<file path="src/rtl/cpu_run_ctrl.sv">
// cpu_run_ctrl: program loader, run-budget sequencer and
// data-memory readback port for the pipelined cpu core.
module cpu_run_ctrl #(
  parameter int IMEM_WORDS = 512,
  parameter int DMEM_WORDS = 1024
) (
  input  logic        clk,
  input  logic        arst_n,
  input  logic        cmd_load,
  input  logic        cmd_start,
  input  logic        cmd_abort,
  input  logic [31:0] run_cycles,
  input  logic        ld_valid,
  output logic        ld_ready,
  input  logic [31:0] ld_data,
  input  logic        ld_last,
  input  logic        rd_req,
  input  logic [$clog2(DMEM_WORDS)-1:0] rd_idx,
  output logic        rd_ready,
  output logic        rd_rvalid,
  output logic [63:0] rd_rdata,
  output logic        cpu_rst_n,
  output logic        cpu_enable,
  output logic [63:0] imem_addr,
  output logic        imem_wen,
  output logic [31:0] imem_wdata,
  output logic [63:0] dmem_addr,
  output logic        dmem_ren,
  input  logic [63:0] dmem_rdata,
  output logic        busy,
  output logic        done,
  output logic        aborted,
  output logic        load_ovf,
  output logic [31:0] cycles_run
);

  localparam int PW =
    (IMEM_WORDS > 1) ? $clog2(IMEM_WORDS) : 1;
  localparam logic [PW-1:0] PTR_MAX =
    PW'(IMEM_WORDS - 1);

  typedef enum logic [2:0] {
    S_IDLE,
    S_LOAD,
    S_PREP,
    S_RUN,
    S_DONE
  } state_t;

  state_t        state;
  state_t        state_n;
  logic [PW-1:0] ptr;
  logic [31:0]   budget;
  logic          rd_acc;
  logic          cmd_ok;
  logic          go_load;
  logic          go_start;
  logic          beat;
  logic          beat_end;
  logic          expire;

  // ready flags come straight from state registers
  assign ld_ready = (state == S_LOAD);
  assign rd_ready = (state == S_DONE) &&
                    !dmem_ren && !rd_rvalid;

  // state register
  always_ff @(posedge clk or negedge arst_n) begin
    if (!arst_n) state <= S_IDLE;
    else         state <= state_n;
  end

  // event decode and next-state selection
  always_comb begin
    rd_acc   = rd_req && rd_ready;
    // a read in flight (or accepted now) holds commands
    cmd_ok   = (state == S_IDLE) ||
               ((state == S_DONE) &&
                !dmem_ren && !rd_acc);
    go_load  = cmd_ok && cmd_load;
    go_start = cmd_ok && cmd_start && !cmd_load;
    beat     = ld_valid && ld_ready;
    beat_end = beat &&
               (ld_last || (ptr == PTR_MAX));
    expire   = (state == S_RUN) &&
               (cycles_run + 32'd1 == budget);
    state_n  = state;
    unique case (state)
      S_IDLE, S_DONE: begin
        if (go_load)       state_n = S_LOAD;
        else if (go_start) state_n = S_PREP;
      end
      S_LOAD: begin
        if (beat_end) state_n = S_IDLE;
      end
      S_PREP: begin
        if (budget == 32'd0) state_n = S_DONE;
        else                 state_n = S_RUN;
      end
      S_RUN: begin
        if (expire || cmd_abort) state_n = S_DONE;
      end
      default: state_n = S_IDLE;
    endcase
  end

  // datapath, flags and registered core controls
  always_ff @(posedge clk or negedge arst_n) begin
    if (!arst_n) begin
      ptr        <= '0;
      budget     <= '0;
      imem_wen   <= 1'b0;
      imem_addr  <= '0;
      imem_wdata <= '0;
      dmem_ren   <= 1'b0;
      dmem_addr  <= '0;
      rd_rvalid  <= 1'b0;
      rd_rdata   <= '0;
      cpu_rst_n  <= 1'b0;
      cpu_enable <= 1'b0;
      busy       <= 1'b0;
      done       <= 1'b0;
      aborted    <= 1'b0;
      load_ovf   <= 1'b0;
      cycles_run <= '0;
    end else begin
      imem_wen  <= 1'b0;
      dmem_ren  <= rd_acc;
      rd_rvalid <= dmem_ren;
      if (rd_acc) dmem_addr <= 64'(rd_idx) << 3;
      if (dmem_ren) rd_rdata <= dmem_rdata;
      if (go_load) begin
        ptr        <= '0;
        load_ovf   <= 1'b0;
        aborted    <= 1'b0;
        cycles_run <= '0;
      end
      if (beat) begin
        imem_wen   <= 1'b1;
        imem_addr  <= 64'(ptr) << 2;
        imem_wdata <= ld_data;
        // pointer parks on the final beat, never wraps
        if (!beat_end) ptr <= ptr + PW'(1);
        if (beat_end && !ld_last) load_ovf <= 1'b1;
      end
      if (go_start) begin
        budget     <= run_cycles;
        cycles_run <= '0;
        aborted    <= 1'b0;
      end
      if (state == S_RUN) begin
        cycles_run <= cycles_run + 32'd1;
        // expiry in the same cycle wins over abort
        if (cmd_abort && !expire) aborted <= 1'b1;
      end
      cpu_rst_n  <= (state_n == S_RUN) ||
                    (state_n == S_DONE);
      cpu_enable <= (state_n == S_RUN);
      busy       <= (state_n == S_LOAD) ||
                    (state_n == S_PREP) ||
                    (state_n == S_RUN);
      done       <= (state_n == S_DONE);
    end
  end

endmodule

</file>
<file path="config.mk">
export PLATFORM = sky130hd
export DESIGN_NAME = cpu_run_ctrl
export DESIGN_NICKNAME = d
export VERILOG_FILES = /design/src/rtl/cpu_run_ctrl.sv
export SDC_FILE = /design/constraint.sdc
export NUM_CORES = 1
export LEC_CHECK = 0
export ABC_AREA = 1
export BUFFER_PORTS_ARGS = -buffer_cell sky130_fd_sc_hd__buf_2
export CORE_AREA = 2 2 161 163
export DETAILED_ROUTE_END_ITERATION = 16
export DIE_AREA = 0 0 163 165
export PLACE_DENSITY_LB_ADDON = 0.12
export SETUP_SLACK_MARGIN = 0.3
export SYNTH_ARGS = -nofsm -noshare
export SYNTH_HDL_FRONTEND = slang
export SYNTH_SLANG_ARGS = --single-unit
export TNS_END_PERCENT = 10
</file>
<file path="constraint.sdc">
create_clock -name clk -period 2 [get_ports clk]
set_input_delay 0.2 -clock clk [delete_from_list [all_inputs] [get_ports clk]]
set_output_delay 0.2 -clock clk [all_outputs]
set_load 0.01 [all_outputs]
</file>
=== Word-level counts from Yosys, hierarchy flattened ===
Index checks and enable logic that the tools add are counted.
W data, S select, Z words.

* Reductions and logical operators: 28
* Multiplexer cells: 20
* $add $sub $neg: 2
* Eq/ne operators: 10

{| class="wikitable"
|+ Operators by type and width
! operator !! number
|-
| $mux W32 || 3
|-
| $add A32 B1 Y32 const B || 1
|-
| $eq A32 B32 Y1 || 1
|-
| $logic_not A32 Y1 || 1
|-
| $mux W9 || 3
|-
| $mux W3 || 5
|-
| $eq A3 B2 Y1 const B || 4
|-
| $logic_and A1 B1 Y1 || 12
|-
| $pmux W3 S4 || 1
|-
| $add A9 B1 Y9 const B || 1
|-
| $eq A9 B9 Y1 const B || 1
|-
| $mux W1 || 8
|-
| $eq A3 B1 Y1 const B || 2
|-
| $eq A3 B3 Y1 const B || 2
|-
| $logic_not A1 Y1 || 6
|-
| $logic_or A1 B1 Y1 || 6
|-
| $logic_not A3 Y1 || 1
|-
| $reduce_bool A3 Y1 || 1
|-
| $reduce_or A2 Y1 || 1
|}

* Register bits: 200
* Logic and storage cells: 77
* Output and inout port bits: 267

=== Longest topological paths before layout ===
Gate-level depths: netlist of run 1.

* Word-level depth: 15
* Gate-level depth with buffers: 17
* Mapped depth without buffers: 17

=== Least setup slack after synthesis of run 1 ===
Ideal clock, no wire load.

* Path type: reg2reg
* Start point: register cycles_run[0]
* End point: register state[1]
* Arrival time: 2014 ps
* Path slack: -144 ps
* Path buffers: 0
* Clock period less this slack: 2144 ps
* Cell stages (with the launch flop): 17
* Setup time: 130 ps
* Cell sequence: dfrtp_1 > ha_1 > nand2_1 > nor2_4 > nand2_2 > nor2_2 > nand2_1 > nand2_1 > nand2_1 > nand2_1 > nand2_1 > nor2_1 > nand3_1 > nor2_1 > nand2_1 > a21oi_4 > nand2_1

* Word-level cells in the longest chain between the ends: 6

{| class="wikitable"
|+ RTL lines
! element !! RTL line !! text
|-
| start, declared || 34 || <nowiki>output logic [31:0] cycles_run</nowiki>
|-
| start signal, assigned || 152 || <nowiki>cycles_run <= cycles_run + 32'd1;</nowiki>
|-
| $add A32 B1 Y32 || 86 || <nowiki>(cycles_run + 32'd1 == budget);</nowiki>
|-
| $eq A32 B32 Y1 || 86 ||
|-
| $logic_and A1 B1 Y1 || 85 || <nowiki>expire = (state == S_RUN) &&</nowiki>
|-
| $logic_or A1 B1 Y1 || 101 || <nowiki>if (expire || cmd_abort) state_n = S_DONE;</nowiki>
|-
| $mux W3 || 101 ||
|-
| $pmux W3 S4 || 88 || <nowiki>unique case (state)</nowiki>
|-
| net state_n[1] || 51 || <nowiki>state_t state_n;</nowiki>
|-
| end signal, assigned || 70 || <nowiki>else state <= state_n;</nowiki>
|-
| end, declared || 50 || <nowiki>state_t state;</nowiki>
|}

The timed path passes the listed nets, and every way through them passes these cells.
A chain may end at the register's enable or synchronous reset.

=== Worst setup path after layout of run 1 ===
Same ends and word-level chain as after synthesis.

==> impl_results.md, run 1 <==
* Number of global-route vias before repair at between 10000 and 15000
* CP Launch Type: register
* DP Area at between 0.01 and 0.015 mm2
* Hold Vio Cnt, Final at 0
* Leakage at 8.24 nW
* F_max at 429 MHz
* Hold crit path type: input port to register
* Cell Area, Synth at 0.0102 mm2
* Main synth FF type: dfrtp_1
* RSZ-0062 raised after global routing: true
* Hold Startpoint: run_cycles[22]
* Crit-path slowest cell: dfrtp_2
* Critical-path maximum fanout at 6
* FP Rows at 58
* Die X at about 160 um
* Critical path class: register to register
* CP top delay family: simple AND/OR/NAND/NOR gates
* Num CTS Buffers at 17
* TritonCTS clock tree: done
* Max Slew Vio Count at 0
* Buffers on Ports at ~300
* WL/cell at 16.0 um
* Post-synthesis mux area share at 7.05%
* Worst hold path endpoint: budget[22]
* Share of flip-flops with an asynchronous set or reset at 100%
* Number of cells on the worst reg-to-reg path at 16
* Area growth syn-to-layout at 53.6%
* CTS Sinks at 200
* Post-Place Worst Slack at -0.442 ns
* Largest net degree at the start of global routing at 73
* Drt first pass iters at 6
* CTS root buf: clkbuf_16
* Clock-pin slew on the worst setup and hold paths at 0.09 ns
* Syn. warnings at 0
* Synth Area in Compound Gates at 4.44%
* Status: finished with violations
* CP Capture Type: register
* Initial DRC count at 676
* Failing checks: negative setup slack
* Hold Path Depth at 3
* RR Startpoint: cycles_run[0]
* GRT Util Overall at between 20% and 30%
* EDFF count, synth at 0
* Design Power at around 17 mW
* Height of the die at 165 um
* Number of vias in the routed layout at 10073
* Pwr/cell area at 1100 mW/mm2
* Io pins at 413
* Gr ovfl total at 0
* Post-DP HPWL at about 24000 um
* Post-Synth Adder-Cell Area at 0.367%
* Simple-gate share of the synthesized area at 25.8%
* Cells after Synth at 1220
* Final wirelength at 34600 um
* XOR/XNOR Fraction of Synth Area at 0.819%
* Diodes inserted at 0
* Arr. time, crit path at 2.66 ns
* Core footprint at 0.0250 mm2
* Average size of a mapped cell at 8.39 um2
* Crit-path cells: ha_4, nand2_4, nor2_4, nand3_4, clkinv_4, nand2_2, nand2_2, nand2_1, nand2_2, nand3_2, nor2_1, nand3_1, nor2_1, nand2_1, a21oi_4, nand2_1
* Starting Density at 40.9%
* ANT nets after route at 0
* Via density at 4.64
* Number of max-cap violations at 0
* Critical path required time at 2.32 ns
* Final period util at 117%
* Final min period at 2.33 ns
* Finished Cell Area at between 0.015 and 0.02 mm2
* Worst IR Drop VDD at between 0.8 and 0.9 mV
* FF+latch count, synth at 200
* Initial antenna violation count at 0
* Gpl congestion at 0.894
* Final setup viols at 10
* Layout cells sized above 1 at 38.8%
* NumNets Final at a little under 2000
* Slowest cell delay on critical path at approximately 0.41 ns
* Synth cell types at 38
* Clk_skew at 0.0223 ns
* Sum of buffers and inverters on the critical path at 1
* Number of remaining DRC errors at 0
* Sequential area share after synthesis at about half
* Die ar. at 0.0269 mm2
* Largest family of logic cells by synthesized area: simple AND/OR/NAND/NOR gates
* Slack of the critical path at -0.331 ns
* Global-route wire length before repair at 53200 um
* CTS HTree Levels at 4
* Worst-skew pair later-pin latency at 0.46 ns
* CTS Buffer Depth at 2
* FF-to-FF End: state[1]
* Slack of the worst reg-to-reg path at -0.33 ns
## metrics by stage
step / util [%] / hold WS, ns / TNS [ns] / cells
floorplan: - / -0.0956 / -0.163 / 1328
global placement: 51.2 / 0.0482 / -3.47 / 1965
detailed placement: 51.2 / 0.0476 / -3.88 / 1965
CTS: 61.7 / 0.00920 / -2.73 / 2156
global route: 62.7 / 0.0278 / -5.03 / 2169
finish: 62.7 / 0.0296 / -2.86 / 2169
## metal layers
layer | part of all wire, % | GRT usage [%] | up-vias
met3 | 5.7 | 5.20 | 45
met5 | 0 | 0 | -
met4 | 2.2 | 8.00 | 0
li1 | - | - | 4881
met2 | 52 | 45.3 | 366
met1 | 40 | 30.9 | 4781
## kinds of logic after synthesis
family | after synthesis
compound gates | 79
xor+xnor | 8
other cells | 1
flops | 200
fa+ha+maj | 3
simple gates | 635
mux | 64
buf+inv | 230
## Yosys cell counts, drive strengths merged, types with 6 or more instances
| master | number | area share, % |
|---|---|---|
| xor2 | 6 | 0.51 |
| a21oi | 6 | 0.40 |
| o21ai | 43 | 2.1 |
| nand3b | 8 | 0.59 |
| inv | 89 | 3.3 |
| nor4 | 8 | 0.49 |
| mux2 | 64 | 7.0 |
| buf | 114 | 8.3 |
| nand3 | 72 | 3.5 |
| nand2 | 433 | 16 |
| nor2 | 96 | 4.0 |
| o22ai | 25 | 1.5 |
| dfrtp | 200 | 49 |
| clkbuf | 23 | 0.84 |
| nand4 | 8 | 0.49 |
## state kept, by name, indices dropped and copies added, names as in the netlist
register / cells
rd_rdata: 64
budget: 32
cycles_run: 32
imem_wdata: 32
dmem_addr: 10
imem_addr: 9
ptr: 9
state: 3
aborted: 1
busy: 1
cpu_enable: 1
cpu_rst_n: 1
dmem_ren: 1
done: 1
imem_wen: 1
load_ovf: 1
rd_rvalid: 1
## layout make-up
| cell class | count | area (um2) |
|---|---|---|
| fill | 2179 | 9330 |
| sequential | 200 | 5010 |
| multi-input combinational | 898 | 4870 |
| timing repair buffer | 616 | 4410 |
| clock buffer | 17 | 425 |
| tap | 330 | 413 |
| inverter | 93 | 365 |
| clock inverter | 15 | 211 |
## how the worst max path moves through the flow
| stage | cells after the start | end | startpoint | slack (ns) |
|---|---|---|---|---|
| after CTS | 16 | state[1] | cycles_run[0] | -0.31 |
| after floorplan | 16 | state[1] | cycles_run[0] | -0.04 |
| after detailed placement | 15 | busy | cycles_run[1] | -0.44 |
| final | 16 | state[1] | cycles_run[0] | -0.33 |
| after global placement | 15 | cpu_rst_n | cycles_run[8] | -0.44 |
| after global routing | 16 | busy | cycles_run[0] | -0.50 |
## power breakdown
part	internal (mW)	leakage [nW]	switching, mW
clock network	1.75	0.304	1.96
logic	3.03	5.39	3.95
registers	5.54	2.54	0.985
total	10.3	8.24	6.90
## layout by cell type (no fill, tap or decap), types with 4 or more instances in the layout
master	Yosys	final
nor2_4	6	12
nand4_1	8	8
nor3_1	4	4
o21ai_0	37	11
a21oi_1	5	4
dfrtp_1	200	195
conb_1	1	109
dfrtp_2	0	5
nand3b_1	8	8
nor2_1	87	74
nand3_1	72	60
o22ai_2	0	5
mux2_2	64	64
inv_8	0	5
nand3_2	0	8
dlygate4sd3_1	0	139
clkbuf_16	0	17
nand3_4	0	4
o21ai_2	0	11
buf_6	1	15
nor2_2	3	10
nand2_4	0	12
nand2_2	5	52
buf_12	0	10
inv_1	88	84
o22ai_1	25	20
buf_2	3	302
clkinv_8	0	7
nor4_1	8	7
buf_4	109	148
o21ai_1	6	21
nand2_1	428	369
xor2_1	6	6
## tightest hold or removal path: cells and delay by family
family	cells	cell delay, ns
simple gates	2	0.10
buf+inv	1	0.13
## what timing repair did
action / 4_1_cts / 5_1_grt
hold buffers: 139 / 0
hold endpoints to repair: 338 / 0
pin swaps: 83 / 15
setup buffers: 20 / 13
gates resized for setup: 156 / 37
setup endpoints to repair: 94 / 132
Power figures use the tool's default switching activity.
==> run 2: changes to the inputs <==
--- a/config.mk
+++ b/config.mk
@@ -11,7 +11,7 @@
 export DETAILED_ROUTE_END_ITERATION = 16
 export DIE_AREA = 0 0 163 165
 export PLACE_DENSITY_LB_ADDON = 0.12
-export SETUP_SLACK_MARGIN = 0.3
+export SETUP_SLACK_MARGIN = 0.1
 export SYNTH_ARGS = -nofsm -noshare
 export SYNTH_HDL_FRONTEND = slang
 export SYNTH_SLANG_ARGS = --single-unit
==> impl_results.md, run 2 (synthesis results as in run 1) <==
* Core footprint at 0.0250 mm2 (unchanged)
* Layout cells sized above 1 at 38.4% (was 38.8%)
* Clk_skew at 0.0184 ns (was 0.0223 ns)
* Critical-path maximum fanout at 6 (unchanged)
* Initial antenna violation count at 0 (unchanged)
* FP Rows at 58 (unchanged)
* Starting Density at 40.9% (unchanged)
* Failing checks: negative setup slack (unchanged)
* Final period util at 118% (was 117%)
* Fillers at 2134 (was 2179)
* Critical path required time at 2.31 ns (was 2.32 ns)
* Clock-pin slew on the worst setup and hold paths at 0.08 ns (was 0.09 ns)
* Leakage at 8.12 nW (was 8.24 nW)
* Hold crit path type: input port to register (unchanged)
* F_max at 425 MHz (was 429 MHz)
* Largest net degree at the start of global routing at 67 (was 73)
* CP Capture Type: register (unchanged)
* Max reg flops at 64 (unchanged)
* Critical path class: register to register (unchanged)
* Global-route wire length before repair at 51900 um (was 53200 um)
* RSZ-0062 raised after global routing: true (unchanged)
* Pwr/cell area at 1100 mW/mm2 (about the same)
* Die ar. at 0.0269 mm2 (unchanged)
* Die X at 163 um (unchanged)
* Hold Vio Cnt, Final at 0 (unchanged)
* ANT nets after route at 0 (unchanged)
* Height of the die at 165 um (unchanged)
* Worst IR Drop VDD at 0.731 mV (was 0.803 mV)
* Io pins at 413 (unchanged)
* Number of max-cap violations at 0 (unchanged)
* GRT Util Overall at 24.8% (was 25.4%)
* Arr. time, crit path at 2.66 ns (about the same)
* Number of vias in the routed layout at 10237 (was 10073)
* Slowest cell delay on critical path at 0.42 ns (was 0.41 ns)
* Crit-path cells: ha_4, nand2_4, nor2_4, nand2_2, nor2_4, nand3_1, nand3_1, inv_1, nor2_1, nand2_1, nor3_2, nand2_2, a21oi_4, nand2_1 (was ha_4, nand2_4, nor2_4, nand3_4, clkinv_4, nand2_2, nand2_2, nand2_1, nand2_2, nand3_2, nor2_1, nand3_1, nor2_1, nand2_1, a21oi_4, nand2_1)
* Buffers on Ports at 303 (unchanged)
* CTS Sinks at 200 (unchanged)
* TritonCTS clock tree: done (unchanged)
* Biggest register: rd_rdata (unchanged)
* Slew @ Worst Pin at around 0.65 ns
* Post-route setup TNS at -2.70 ns (was -2.86 ns)
* Slack of the critical path at -0.351 ns (was -0.331 ns)
* CTS root buf: clkbuf_16 (unchanged)
* Final min period at 2.35 ns (was 2.33 ns)
* Number of remaining DRC errors at 0 (unchanged)
* CP Launch Type: register (unchanged)
* Gpl congestion at 0.944 (was 0.894)
* Final wirelength at 34500 um (was 34600 um)
* Hold slack final at 0.0163 ns (was 0.0296 ns)
* CTS HTree Levels at 4 (unchanged)
* CTS Buffer Depth at 2 (unchanged)
* Number of global-route vias before repair at 9945 (was 10164)
* Num CTS Buffers at 17 (unchanged)
* Hold Path Depth at 2 (was 3)
* WL/cell at 15.9 um (was 16.0 um)
* NumNets Final at 1971 (was 1975)
* Worst-skew pair later-pin latency at 0.43 ns (was 0.46 ns)
* Via density at 4.73 (was 4.64)
* Max Slew Vio Count at 0 (unchanged)
* Initial DRC count at 663 (was 676)
* Status: finished with violations (unchanged)
* Slew headroom at 57.0%
* Post-DP HPWL at 24600 um (was 24100 um)
* Commonest non-fill, non-tap cell in the layout: nand2_1 (unchanged)
* Final setup viols at 11 (was 10)
* Crit-path slowest cell: dfrtp_2 (unchanged)
* Drt first pass iters at 5 (was 6)
* Number of cells on the worst reg-to-reg path at 14 (was 16)
* Gr ovfl total at 0 (unchanged)
* Commonest cells after routing, fill and taps aside: nand2_1 (401), buf_2 (302), dfrtp_1 (195) (was nand2_1 (369), buf_2 (302), dfrtp_1 (195))
* Area growth syn-to-layout at 51.7% (was 53.6%)
[run 2: worst max-delay path, delay by kind of cell (launching register included)]
| family | cells | cell delay, ns |
|---|---|---|
| buffers and inverters | 1 | 0.05 |
| AND/OR/NAND/NOR | 11 | 1.40 |
| AO/OA/AOI/OAI | 1 | 0.20 |
| adder cells (fa/ha/maj) | 1 | 0.17 |
| flip-flops | 1 | 0.42 |
[run 2: area by class of cell]
type / instances / area (um2) / area share [%]
diodes: 1 / 2.50 / 0.0161
well taps: 330 / 413 / 2.66
flip-flops and latches: 200 / 5010 / 32.3
multi-input cells: 898 / 4820 / 31.1
repair buffers: 612 / 4310 / 27.7
inverters: 93 / 360 / 2.32
clock buffers: 18 / 429 / 2.76
clock inverters: 14 / 180 / 1.16
[run 2: final timing paths]
kind                                start       endpoint  slack (ns)
max                         cycles_run[0]      cpu_rst_n       -0.35
max in group asynchronous          arst_n   dmem_addr[5]        1.03
min reg2reg                  dmem_addr[8]   dmem_addr[8]        0.47
min in group asynchronous          arst_n  cycles_run[9]        0.27
max reg2reg                 cycles_run[0]      cpu_rst_n       -0.35
min                        dmem_rdata[57]   rd_rdata[57]        0.02
[run 2: power by group]
group / internal [mW] / leakage (nW) / total [mW] / switching [mW]
clock network: 1.71 / 0.293 / 3.51 / 1.81
registers: 5.54 / 2.54 / 6.53 / 0.988
logic: 3.13 / 5.28 / 7.10 / 3.97
total: 10.4 / 8.12 / 17.1 / 6.76
[run 2: metrics by stage]
step                      total power, mW  setup WS (ns)  instance area (um2)  utilization, %  std cells
final                                17.1         -0.351                15500            62.0       2166
after global routing                 18.2         -0.509                15500            62.0       2165
after CTS                            16.7         -0.275                15000            59.9       2149
after detailed placement             12.9         -0.368                12900            51.6       1979
after global placement               12.8         -0.356                12900            51.6       1979
after floorplan                      9.96        -0.0405                10700               -       1328
[run 2: what timing repair did]
action,CTS,global route
pin swaps,17,33
cloned,0,2
setup buffers,9,13
endpoints found under the hold margin,165,1
endpoints found under the setup margin,82,94
gates resized for setup,41,98
hold buffers,129,1
[run 2: routing by layer]
| layer | share of wire, % | vias to the layer above | global-route usage, % |
|---|---|---|---|
| li1 | - | 4891 | - |
| met4 | 3.5 | 0 | 9.69 |
| met3 | 6.9 | 78 | 4.80 |
| met2 | 50 | 425 | 42.7 |
| met5 | 0 | - | 0 |
| met1 | 39 | 4843 | 31.0 |
